==> src/rtl/clk_en_gen_pkg.sv <==
// Shared types for the clock-enable / reset sequencer.
package clk_en_gen_pkg;

   localparam int CH_W  = 3;
   localparam int CNT_W = 16;

   typedef enum logic [1:0] {
      WAIT_LOCK,
      HOLD,
      RUN
   } state_t;

endpackage

==> src/rtl/clk_en_gen_phase_acc.sv <==
// One fractional clock-enable channel: phase accumulator plus
// registered carry strobe.
module phase_acc #(
   parameter int                   ACC_WIDTH   = 16,
   parameter logic [ACC_WIDTH-1:0] DEFAULT_INC =
      {1'b1, {(ACC_WIDTH-1){1'b0}}}
) (
   input  logic                 clk,
   input  logic                 rst,
   input  logic                 load,
   input  logic [ACC_WIDTH-1:0] new_inc,
   input  logic                 clear,
   input  logic                 run,
   output logic                 en
);

   logic [ACC_WIDTH-1:0] inc;
   logic [ACC_WIDTH-1:0] acc;
   logic [ACC_WIDTH:0]   sum;

   assign sum = {1'b0, acc} + {1'b0, inc};

   // The increment is written independently of the accumulator, so a new
   // rate applies from the addition after the write.
   always_ff @(posedge clk or posedge rst) begin
      if (rst) begin
         inc <= DEFAULT_INC;
         acc <= '0;
         en  <= 1'b0;
      end else begin
         if (load)
            inc <= new_inc;
         if (!run || clear) begin
            acc <= '0;
            en  <= 1'b0;
         end else begin
            acc <= sum[ACC_WIDTH-1:0];
            en  <= sum[ACC_WIDTH];
         end
      end
   end

endmodule

==> src/rtl/clk_en_gen.sv <==
// Lock-qualified reset sequencer driving a bank of fractional
// clock-enable channels in the clk_2x domain.
module clk_en_gen
   import clk_en_gen_pkg::*;
#(
   parameter int                   CHANNELS    = 4,
   parameter int                   ACC_WIDTH   = 16,
   parameter logic [ACC_WIDTH-1:0] DEFAULT_INC =
      {1'b1, {(ACC_WIDTH-1){1'b0}}},
   parameter int                   LOCK_FILTER = 8,
   parameter int                   RESET_HOLD  = 16
) (
   input  logic                 clk_2x,
   input  logic                 reset,
   input  logic                 pll_locked,
   input  logic                 cfg_valid,
   output logic                 cfg_ready,
   input  logic [CH_W-1:0]      cfg_channel,
   input  logic [ACC_WIDTH-1:0] cfg_inc,
   input  logic                 phase_sync,
   output logic [CHANNELS-1:0]  en,
   output logic                 sys_reset,
   output logic                 lock_lost
);

   localparam logic [CNT_W-1:0] LF_LAST = CNT_W'(LOCK_FILTER - 1);
   localparam logic [CNT_W-1:0] RH_LAST = CNT_W'(RESET_HOLD - 1);

   logic             lock_m;
   logic             lock_s;
   state_t           state;
   logic [CNT_W-1:0] cnt;
   logic             run;
   logic             wr;

   // Accumulators only advance on edges that keep us in RUN, so the
   // edge leaving RUN already shows en = 0.
   assign run = (state == RUN) && lock_s;
   assign wr  = cfg_valid && cfg_ready;

   always_ff @(posedge clk_2x or posedge reset) begin
      if (reset) begin
         lock_m    <= 1'b0;
         lock_s    <= 1'b0;
         state     <= WAIT_LOCK;
         cnt       <= '0;
         sys_reset <= 1'b1;
         lock_lost <= 1'b0;
         cfg_ready <= 1'b0;
      end else begin
         lock_m    <= pll_locked;
         lock_s    <= lock_m;
         cfg_ready <= 1'b1;
         unique case (state)
            WAIT_LOCK: begin
               if (!lock_s) begin
                  cnt <= '0;
               end else if (cnt == LF_LAST) begin
                  state <= HOLD;
                  cnt   <= '0;
               end else begin
                  cnt <= cnt + 1'b1;
               end
            end
            HOLD: begin
               if (!lock_s) begin
                  state <= WAIT_LOCK;
                  cnt   <= '0;
               end else if (cnt == RH_LAST) begin
                  state     <= RUN;
                  cnt       <= '0;
                  sys_reset <= 1'b0;
               end else begin
                  cnt <= cnt + 1'b1;
               end
            end
            RUN: begin
               if (!lock_s) begin
                  state     <= WAIT_LOCK;
                  cnt       <= '0;
                  sys_reset <= 1'b1;
                  lock_lost <= 1'b1;
               end
            end
            default: begin
               state     <= WAIT_LOCK;
               cnt       <= '0;
               sys_reset <= 1'b1;
            end
         endcase
      end
   end

   for (genvar i = 0; i < CHANNELS; i++) begin : g_ch
      phase_acc #(
         .ACC_WIDTH   (ACC_WIDTH),
         .DEFAULT_INC (DEFAULT_INC)
      ) u_acc (
         .clk     (clk_2x),
         .rst     (reset),
         .load    (wr && (cfg_channel == CH_W'(i))),
         .new_inc (cfg_inc),
         .clear   (phase_sync),
         .run     (run),
         .en      (en[i])
      );
   end

endmodule

==> config.mk <==
export PLATFORM = sky130hd
export DESIGN_NAME = clk_en_gen
export DESIGN_NICKNAME = d
export VERILOG_FILES = /design/src/rtl/clk_en_gen_pkg.sv /design/src/rtl/clk_en_gen_phase_acc.sv /design/src/rtl/clk_en_gen.sv
export SDC_FILE = /design/constraint.sdc
export NUM_CORES = 1
export LEC_CHECK = 0
export CELL_PAD_IN_SITES_DETAIL_PLACEMENT = 0
export CELL_PAD_IN_SITES_GLOBAL_PLACEMENT = 2
export CORE_MARGIN = 2
export CORE_UTILIZATION = 41
export CTS_BUF_LIST = sky130_fd_sc_hd__clkbuf_16
export DETAILED_ROUTE_END_ITERATION = 12
export PLACE_DENSITY_LB_ADDON = 0.1
export SLEW_MARGIN = 30
export SYNTH_ARGS = -nofsm -noshare
export SYNTH_HDL_FRONTEND = slang
export SYNTH_SLANG_ARGS = --single-unit
==> constraint.sdc <==
create_clock -name clk_2x -period 7.68 [get_ports clk_2x]
set_input_delay 1.92 -clock clk_2x [delete_from_list [all_inputs] [get_ports clk_2x]]
set_output_delay 1.92 -clock clk_2x [all_outputs]
set_load 0.1 [all_outputs]
==> results of run 1 <==
## logic make-up (layout without fill, tap and decap cells)
kind of cell | Yosys count | after routing
simple gates | 259 | 259
compound gates | 203 | 203
flops | 155 | 155
mux | 77 | 77
fa+ha+maj | 69 | 69
buf+inv | 53 | 93
xor+xnor | 33 | 33
other cells | 1 | 1
## cell type report
type                    count  area [µm²]
fillers                  1988       11100
multi-input cells         642        4620
flip-flops and latches    155        3880
clock buffers              17         425
well taps                 275         344
repair buffers             34         330
clock inverters            15         158
inverters                  27         106
## registers in the layout, summed over array words and instances, names as in the netlist
name	cells
cnt	16
g_ch.u_acc.acc	64
cfg_ready	1
g_ch.u_acc.en	4
lock_lost	1
state	2
g_ch.u_acc.inc	64
lock_m	1
sys_reset	1
lock_s	1
## how the worst max path moves through the flow
stage,from,endpoint,slack [ns],cells past startpoint
floorplan,reset,cfg_ready$_DFF_PP0_,1.59,1
global placement,reset,g_ch[0].u_acc.acc[13]$_DFF_PP0_,3.73,3
detailed placement,reset,g_ch[0].u_acc.acc[8]$_DFF_PP0_,3.67,3
CTS,sys_reset$_DFFE_PP1P_,sys_reset,3.64,1
global route,sys_reset$_DFFE_PP1P_,sys_reset,3.61,1
finish,sys_reset$_DFFE_PP1P_,sys_reset,3.66,1
## layout by cell type, fill, tap and decap left out, types with 5 or more instances in the layout
| cell | instances |
|---|---|
| nand3_1 | 23 |
| nor4_1 | 5 |
| and2_1 | 10 |
| clkdlybuf4s50_1 | 30 |
| a31oi_1 | 11 |
| xor2_1 | 21 |
| dfrtp_1 | 150 |
| nand4_1 | 5 |
| or3_1 | 9 |
| dfstp_2 | 5 |
| a211oi_1 | 7 |
| a21o_1 | 21 |
| o211ai_1 | 13 |
| nand2b_1 | 20 |
| o21a_1 | 14 |
| mux2i_1 | 14 |
| mux2_1 | 10 |
| inv_1 | 27 |
| nor2_1 | 63 |
| o21ai_1 | 17 |
| nor3_1 | 14 |
| o31ai_1 | 5 |
| a21oi_1 | 57 |
| o21ai_0 | 21 |
| and3_1 | 10 |
| mux2_2 | 53 |
| nand2_1 | 79 |
| clkbuf_16 | 17 |
| o22ai_1 | 5 |
| xnor2_1 | 12 |
| ha_1 | 65 |
## where the power goes
group          switching (µW)  leakage (µW)  internal [µW]
combinational             200       0.00233            165
clock                     336      0.000286            504
sequential               53.0       0.00204            901
## routing by layer
layer / vias up / GRT usage
met5: - / 0
met4: 0 / 0.0538
met3: 22 / 0.0302
met2: 75 / 0.303
met1: 3102 / 0.267
li1: 3112 / -
## stage by stage
| stage | hold slack (ns) | setup WS (ns) |
|---|---|---|
| floorplan | 0.331 | 1.59 |
| global placement | 0.342 | 3.73 |
| detailed placement | 0.336 | 3.67 |
| CTS | 0.361 | 3.64 |
| global route | 0.372 | 3.61 |
| finish | 0.358 | 3.66 |
==> reports/metrics.yaml, run 1 <==
status: "completed"
power.total_uw: 2160
wl_met3_um: 515
slew_headroom: 0.351
path_class: "reg -> out"
finalSetupViolations: 0
syn-cell-area_mm2: 0.00874
p_leak_uw: 0.00465
slowest_stage: "clkdlybuf4s50_1"
worstSetupStartpointType: "register"
path_buf_inv: 1
grt_usage: 0.190
rows: 53
dieArea_mm2: 0.0225
via_count: 6311
area_growth_pct: 12.9
synth_top_family_by_area: "compound AO/OA/AOI/OAI gates"
vdd_drop_max_mv: 0.166
drc: 0
initial_utilization: 0.417
syn_avg_cell_area_um2: 10.3
final_antenna_net_count: 0
critPathArrivalTime_ns: 2.10
yosysUniqueCellTypes: 64
grt_max_degree: 91
r2r-end: "g_ch[3].u_acc.acc[14]$_DFF_PP0_"
hold_violations: 0
rsz0062_at_grt: "no"
totalWireLength_um: 20000
hp-start: "lock_m$_DFF_PP0_"
synth_compound_area_frac: 0.151
synth_commonest_cells: "dfrtp_1, nand2_1, ha_1"
period_needed_ns: 4.02
dpl.hpwl_um: 14200
synth-seq-area-share: 0.444
cts_sinks: 155
r2r_cells: 8
skew_ns: 0.00953
first_global_vias: 6319
synth.most_common_cell: "dfrtp_1"
crit_required_ns: 5.76
clock_path_buffers: 2
place_congestion: 0.810
synthesis.nets: 943
fin_area_mm2: 0.00987
antenna_found_initial: 0
vias_per_cell: 5.42
max_stage_delay_ns: 1.13
synth_simple_gate_area_frac: 0.145
routedLengthMet1_um: 9960
wl_met2_um: 9200
synthMuxAreaShare: 0.0972
cts.htree.levels: 4
reg2reg_setup_slack_ns: 5.16
async_flop_share: 1.00
whs_endpoint: "lock_s$_DFF_PP0_"
top_layer: "met4"
netlist.top_cell.by_area: "dfrtp_1"
ys.warnings.count: 0
drive_gt1_frac: 0.117
path_clk_slew_ns: 0.06
numPlacedInstances: 1133
holdBufCountCts: 0
dpl-instance-area_mm2: 0.00929
post-route-period-util: 0.523
drt-pass1-iter-count: 5
nets: 970
maxCapViolations: 0
hold_class: "reg -> reg"
grt-ovfl-total: 0
slew_violations: 0
worstMarginPinSlew_ns: 0.971
wl_per_cell_um: 17.1
synthXorXnorAreaFrac: 0.0331
clock_latency_ns: 0.42
synth_edf_count: 0
grt_pass1_wl_um: 33300
powerDensity_mw_per_mm2: 219
finalSetupTns_ns: 0
die_height_um: 150
synth_area_leaders: "dfrtp_1, ha_1, mux2_2"
core_area_mm2: 0.0210
cp_top_family: "buffers and inverters"
post-route-util: 0.471
end_kind: "output port"
syn_inst: 850
crit_chain: "clkdlybuf4s50_1"
port_buffers: 30
ys_ff_latch: 155
cts_resized: 0
r2r_start: "g_ch[3].u_acc.inc[0]$_DFFE_PP0P_"
clockRootBuffer: "clkbuf_16"
drt_iter0_drc: 274
synthAdderAreaFrac: 0.102
postCtsSetupBuffers: 0
cts_tree: "yes"
max_freq_ghz: 0.249
crit_path_max_fanout: 3
cts_buffers: 17
dieWidth_um: 150
fin_cells: 1165
hold_depth: 0
antenna_cells: 0
num_io_pins: 31
synth_ff_type: "dfrtp_1"
yosysTopAreaCellShare: 0.429
Power figures use the tool's default switching activity.
==> inputs of run 2 (changes only) <==
==> constraint.sdc (replaced) <==
create_clock -name clk_2x -period 4.06 [get_ports clk_2x]
set_input_delay 1.015 -clock clk_2x [delete_from_list [all_inputs] [get_ports clk_2x]]
set_output_delay 1.015 -clock clk_2x [all_outputs]
set_load 0.1 [all_outputs]
==> reports/metrics.yaml, run 2 (synthesis results as in run 1) <==
totalWireLength_um: 20100  # +0.56%
maxCapViolations: 0  # unchanged
area_growth_pct: 13.3
slew_headroom: 0.351  # about the same
clock_path_buffers: 2  # unchanged
fin_cells: 1169  # +0.34%
cp-startpoint: "sys_reset$_DFFE_PP1P_"
drive_gt1_frac: 0.122  # +0.00507
powerDensity_mw_per_mm2: 406  # +86%
path_clk_slew_ns: 0.07  # about the same
final_antenna_net_count: 0  # unchanged
num_io_pins: 31  # unchanged
hold_violations: 0  # unchanged
cts_buffers: 17  # unchanged
end_kind: "output port"
initial_utilization: 0.417  # unchanged
place_congestion: 0.816  # +0.75%
path_class: "reg -> out"
power.total_uw: 4020  # +86%
r2r_start: "g_ch[3].u_acc.inc[0]$_DFFE_PP0P_"
worstSetupStartpointType: "register"
vias_per_cell: 5.44  # +0.35%
port_buffers: 30  # unchanged
crit_path_end: "sys_reset"
hold_class: "reg -> reg"
rows: 53  # unchanged
skew_ns: 0.00928  # -0.000255 ns
grt-ovfl-total: 0  # unchanged
slowest_stage: "clkdlybuf4s50_1"
slew_violations: 0  # unchanged
first_global_vias: 6262  # -0.90%
period_needed_ns: 3.12
cp_num_cells: 1  # unchanged
final_cell_mix: "dfrtp_1, nand2_1, ha_1, nor2_1, a21oi_1"
postCtsSetupBuffers: 0  # unchanged
finalSetupTns_ns: 0  # unchanged
crit_required_ns: 3.04  # -2.72 ns
core_area_mm2: 0.0210  # unchanged
via_count: 6355  # +0.70%
grt_max_degree: 53  # -42%
critPathArrivalTime_ns: 2.11  # about the same
max_stage_delay_ns: 1.13  # about the same
worstMarginPinSlew_ns: 0.971  # -0.000118 ns
path_buf_inv: 1  # unchanged
r2r_cells: 8  # unchanged
grt_usage: 0.191  # +0.000688
reg_top3: "g_ch.u_acc.acc x64, g_ch.u_acc.inc x64, cnt x16"
crit_chain: "clkdlybuf4s50_1"
dieWidth_um: 150  # unchanged
cts_resized: 0  # unchanged
grt.busiest_layer: "met2"
post-route-period-util: 0.769
drc: 0  # unchanged
clock_latency_ns: 0.43  # about the same
reg2reg_setup_slack_ns: 1.57  # -3.59 ns
fin_area_mm2: 0.00991  # +0.35%
antenna_cells: 0  # unchanged
grt_pass1_wl_um: 33300  # -0.14%
max_freq_ghz: 0.320
cts.htree.levels: 4  # unchanged
antenna_found_initial: 1  # +1
vdd_drop_max_mv: 0.301  # +81%
crit_path_max_fanout: 3  # unchanged
p_leak_uw: 0.00465  # about the same
numPlacedInstances: 1137  # +0.35%
nets: 974  # +0.41%
die_height_um: 150  # unchanged
use_met1: 0.277  # +0.00912
use_met3: 0.0335  # +0.00335
dpl.hpwl_um: 14600  # +3.0%
dieArea_mm2: 0.0225  # unchanged
drt_iter0_drc: 350  # +28%
rsz0062_at_grt: "no"
wl_per_cell_um: 17.2  # +0.21%
clockRootBuffer: "clkbuf_16"
cts_tree: "yes"
cp_top_family: "buffers and inverters"
final_common_cell: "dfrtp_1"
holdBufCountCts: 0  # unchanged
hold_ws_ns: 0.352  # -0.00633 ns
dpl-instance-area_mm2: 0.00936  # +0.71%
grt_use_met2: 0.292  # -0.0114
finalSetupViolations: 0  # unchanged
status: "completed"
cts_sinks: 155  # unchanged
r2r-end: "g_ch[3].u_acc.acc[14]$_DFF_PP0_"
drt-pass1-iter-count: 5  # unchanged
## run 2: cell types whose count changed in the layout (fill, tap and decap cells not counted), sizes merged
cell	previous run	this run
clkinv	9	5
clkinvlp	2	6
inv	28	30
bufinv	3	1
buf	4	8
## run 2: how the worst min path moves through the flow
stage | startpoint | end | slack, ns | depth (start not counted)
2_1_floorplan | lock_m$_DFF_PP0_ | lock_s$_DFF_PP0_ | 0.33 | 0
3_3_place_gp | lock_m$_DFF_PP0_ | lock_s$_DFF_PP0_ | 0.34 | 0
3_5_place_dp | lock_m$_DFF_PP0_ | lock_s$_DFF_PP0_ | 0.34 | 0
4_1_cts | lock_m$_DFF_PP0_ | lock_s$_DFF_PP0_ | 0.36 | 0
5_1_grt | lock_m$_DFF_PP0_ | lock_s$_DFF_PP0_ | 0.36 | 0
6_report | lock_m$_DFF_PP0_ | lock_s$_DFF_PP0_ | 0.35 | 0
## run 2: report_power, final
| group | switching [µW] | internal [µW] |
|---|---|---|
| logic | 377 | 317 |
| clock network | 671 | 842 |
| registers | 111 | 1700 |
| total | 1160 | 2860 |
## run 2: layout make-up
class | instances | area, µm²
Clock buffer | 17 | 425
Clock inverter | 15 | 126
Fill cell | 2038 | 11000
Inverter | 27 | 105
Multi-Input combinational cell | 642 | 4620
Sequential cell | 155 | 3880
Tap cell | 275 | 344
Timing Repair Buffer | 38 | 398
## run 2: worst reg2reg max path, delay by kind of cell (launching register included)
family / cells / cell delay [ns]
fa+ha+maj: 2 / 0.58
flops: 1 / 0.35
simple gates: 1 / 0.24
buf+inv: 1 / 0.07
mux: 1 / 0.16
compound gates: 3 / 0.95
## run 2: metal layers
layer	vias up	share of wire
li1	3122	-
met1	3126	0.50
met2	87	0.46
met3	20	0.026
met4	0	0.011
met5	-	0
## run 2: through the flow
| step | util | setup WS [ns] |
|---|---|---|
| finish | 0.473 | 0.939 |
| floorplan | - | 1.09 |
| global placement | 0.446 | 1.12 |
| detailed placement | 0.446 | 1.07 |
| global route | 0.473 | 0.897 |
| CTS | 0.473 | 0.914 |
==> inputs of run 3 (changes only) <==
--- a/config.mk
+++ b/config.mk
@@ -8,7 +8,7 @@
 export CELL_PAD_IN_SITES_DETAIL_PLACEMENT = 0
 export CELL_PAD_IN_SITES_GLOBAL_PLACEMENT = 2
 export CORE_MARGIN = 2
-export CORE_UTILIZATION = 41
+export CORE_UTILIZATION = 37
 export CTS_BUF_LIST = sky130_fd_sc_hd__clkbuf_16
 export DETAILED_ROUTE_END_ITERATION = 12
 export PLACE_DENSITY_LB_ADDON = 0.1
==> constraint.sdc (replaced) <==
create_clock -name clk_2x -period 2.5 [get_ports clk_2x]
set_input_delay 0.625 -clock clk_2x [delete_from_list [all_inputs] [get_ports clk_2x]]
set_output_delay 0.625 -clock clk_2x [all_outputs]
set_load 0.1 [all_outputs]
==> reports/metrics.yaml, run 3 (synthesis results as in run 1) <==
top_layer: "met4"
antenna_found_initial: 0  # -1
reg_top3: "g_ch.u_acc.acc x64, g_ch.u_acc.inc x64, cnt x16"
dieWidth_um: 158  # +5.1%
cts_tree: "yes"
period_needed_ns: 2.33
clock_path_buffers: 2  # unchanged
routedLengthMet1_um: 10100  # -0.54%
crit_required_ns: 2.83  # -0.21 ns
port_buffers: 30  # unchanged
grt_pass1_wl_um: 35100  # +5.5%
status: "completed"
critPathArrivalTime_ns: 2.67  # +0.56 ns
cts_sinks: 155  # unchanged
drt-pass1-iter-count: 4  # -1
core_area_mm2: 0.0233  # +11%
rsz0062_at_grt: "no"
p_int_uw: 4640  # +62%
via_count: 6426  # +1.1%
hold_ws_ns: 0.353  # +0.00158 ns
grt-ovfl-total: 0  # unchanged
path_buf_inv: 1  # unchanged
power_switching_share: 0.286  # -0.00245
nFillCells: 2256  # +11%
pwr-share-seq: 0.452  # about the same
crit_path_max_fanout: 3  # unchanged
slowest_stage: "o311a_1"
rows: 56  # +5.7%
postCtsSetupBuffers: 0  # unchanged
finalSetupViolations: 0  # unchanged
finalSetupTns_ns: 0  # unchanged
first_global_vias: 6669  # +6.5%
clock_latency_ns: 0.43  # about the same
cts_buffers: 17  # unchanged
initial_utilization: 0.375  # -0.0425
path_clk_slew_ns: 0.07  # about the same
max_freq_ghz: 0.429
drive_gt1_frac: 0.133  # +0.0113
grt_usage: 0.183  # -0.00721
area_growth_pct: 14.7
cp_top_family: "compound AO/OA/AOI/OAI gates"
wl_met2_um: 9950  # +8.1%
totalWireLength_um: 20800  # +3.6%
hold_violations: 0  # unchanged
grt_max_degree: 46  # -13%
cts_resized: 0  # unchanged
final_antenna_net_count: 0  # unchanged
drc: 0  # unchanged
hold_class: "reg -> reg"
final_cell_mix: "dfrtp_1, nand2_1, ha_1, nor2_1, a21oi_1"
slew_violations: 0  # unchanged
dieArea_mm2: 0.0249  # +11%
power.total_uw: 6490  # +61%
die_height_um: 158  # +5.1%
cts.htree.levels: 4  # unchanged
wl_met3_um: 550  # +3.6%
holdBufCountCts: 0  # unchanged
dpl.hpwl_um: 15200  # +3.7%
vias_per_cell: 5.27  # -3.1%
powerDensity_mw_per_mm2: 647  # +59%
max_stage_delay_ns: 0.38  # -0.75 ns
antenna_cells: 0  # unchanged
wl_per_cell_um: 17.1  # -0.70%
crit_chain: "ha_1 -> inv_1 -> fa_1 -> and2b_1 -> o211ai_1 -> a211o_1 -> o311a_1 -> o22ai_1"
final_common_cell: "dfrtp_1"
p_switching_uw: 1860  # +60%
post-route-period-util: 0.933
end_kind: "register"
combPwrFrac: 0.176  # +0.003
vdd_drop_max_mv: 0.418  # +39%
maxCapViolations: 0  # unchanged
clockRootBuffer: "clkbuf_16"
p_leak_uw: 0.00473  # +1.7%
place_congestion: 0.798  # -2.2%
clkPwrFrac: 0.372  # -0.004
num_io_pins: 31  # unchanged
worstSetupStartpointType: "register"
path_class: "reg -> reg"
drt_iter0_drc: 349  # -0.29%
skew_ns: 0.0137  # +0.00438 ns
nets: 981  # +0.72%
## run 3: layout make-up
| cell class | count | area [µm²] | share of cell area |
|---|---|---|---|
| repair buffers | 45 | 483 | 0.0481 |
| flip-flops and latches | 155 | 3880 | 0.387 |
| well taps | 319 | 399 | 0.0398 |
| multi-input cells | 642 | 4620 | 0.461 |
| inverters | 27 | 105 | 0.0105 |
| clock inverters | 15 | 113 | 0.0112 |
| clock buffers | 17 | 425 | 0.0424 |
## run 3: power groups by stage
stage	Sequential [µW]	Combinational [µW]	Clock, µW
6_report	2930	1140	2420
5_1_grt	2960	1300	2610
2_1_floorplan	2920	874	0
3_3_place_gp	2980	1130	0
4_1_cts	2940	1160	2490
3_5_place_dp	2980	1150	0
## run 3: worst paths after layout
kind | start | end | slack (ns) | cells after the start
min reg2reg | lock_m$_DFF_PP0_ | lock_s$_DFF_PP0_ | 0.35 | 0
min in group asynchronous | reset | lock_m$_DFF_PP0_ | 0.55 | 2
max | g_ch[3].u_acc.inc[0]$_DFFE_PP0P_ | g_ch[3].u_acc.en$_DFF_PP0_ | 0.17 | 8
min | lock_m$_DFF_PP0_ | lock_s$_DFF_PP0_ | 0.35 | 0
max reg2reg | g_ch[3].u_acc.inc[0]$_DFFE_PP0P_ | g_ch[3].u_acc.en$_DFF_PP0_ | 0.17 | 8
max in group asynchronous | reset | g_ch[0].u_acc.inc[15]$_DFFE_PP1P_ | 1.31 | 3
## run 3: routing by layer
metal,vias to the layer above,GRT usage
met3,24,0.0334
li1,3143,-
met2,87,0.309
met5,-,0
met1,3172,0.243
met4,0,0.0468
## run 3: worst reg2reg max path: stages, from the launching register on
cell,delay (ns)
dfrtp_1,0.34
ha_1,0.19
inv_1,0.07
fa_1,0.37
and2b_1,0.23
o211ai_1,0.15
a211o_1,0.30
o311a_1,0.38
o22ai_1,0.20
## run 3: per-stage QoR
| step | area [µm²] | std cells | worst slack [ns] | util |
|---|---|---|---|---|
| finish | 10000 | 1220 | 0.167 | 0.430 |
| global route | 10000 | 1220 | 0.0138 | 0.430 |
| global placement | 9500 | 1188 | 0.202 | 0.407 |
| floorplan | 8750 | 850 | -0.0798 | - |
| detailed placement | 9500 | 1188 | 0.180 | 0.407 |
| CTS | 10000 | 1220 | 0.155 | 0.430 |
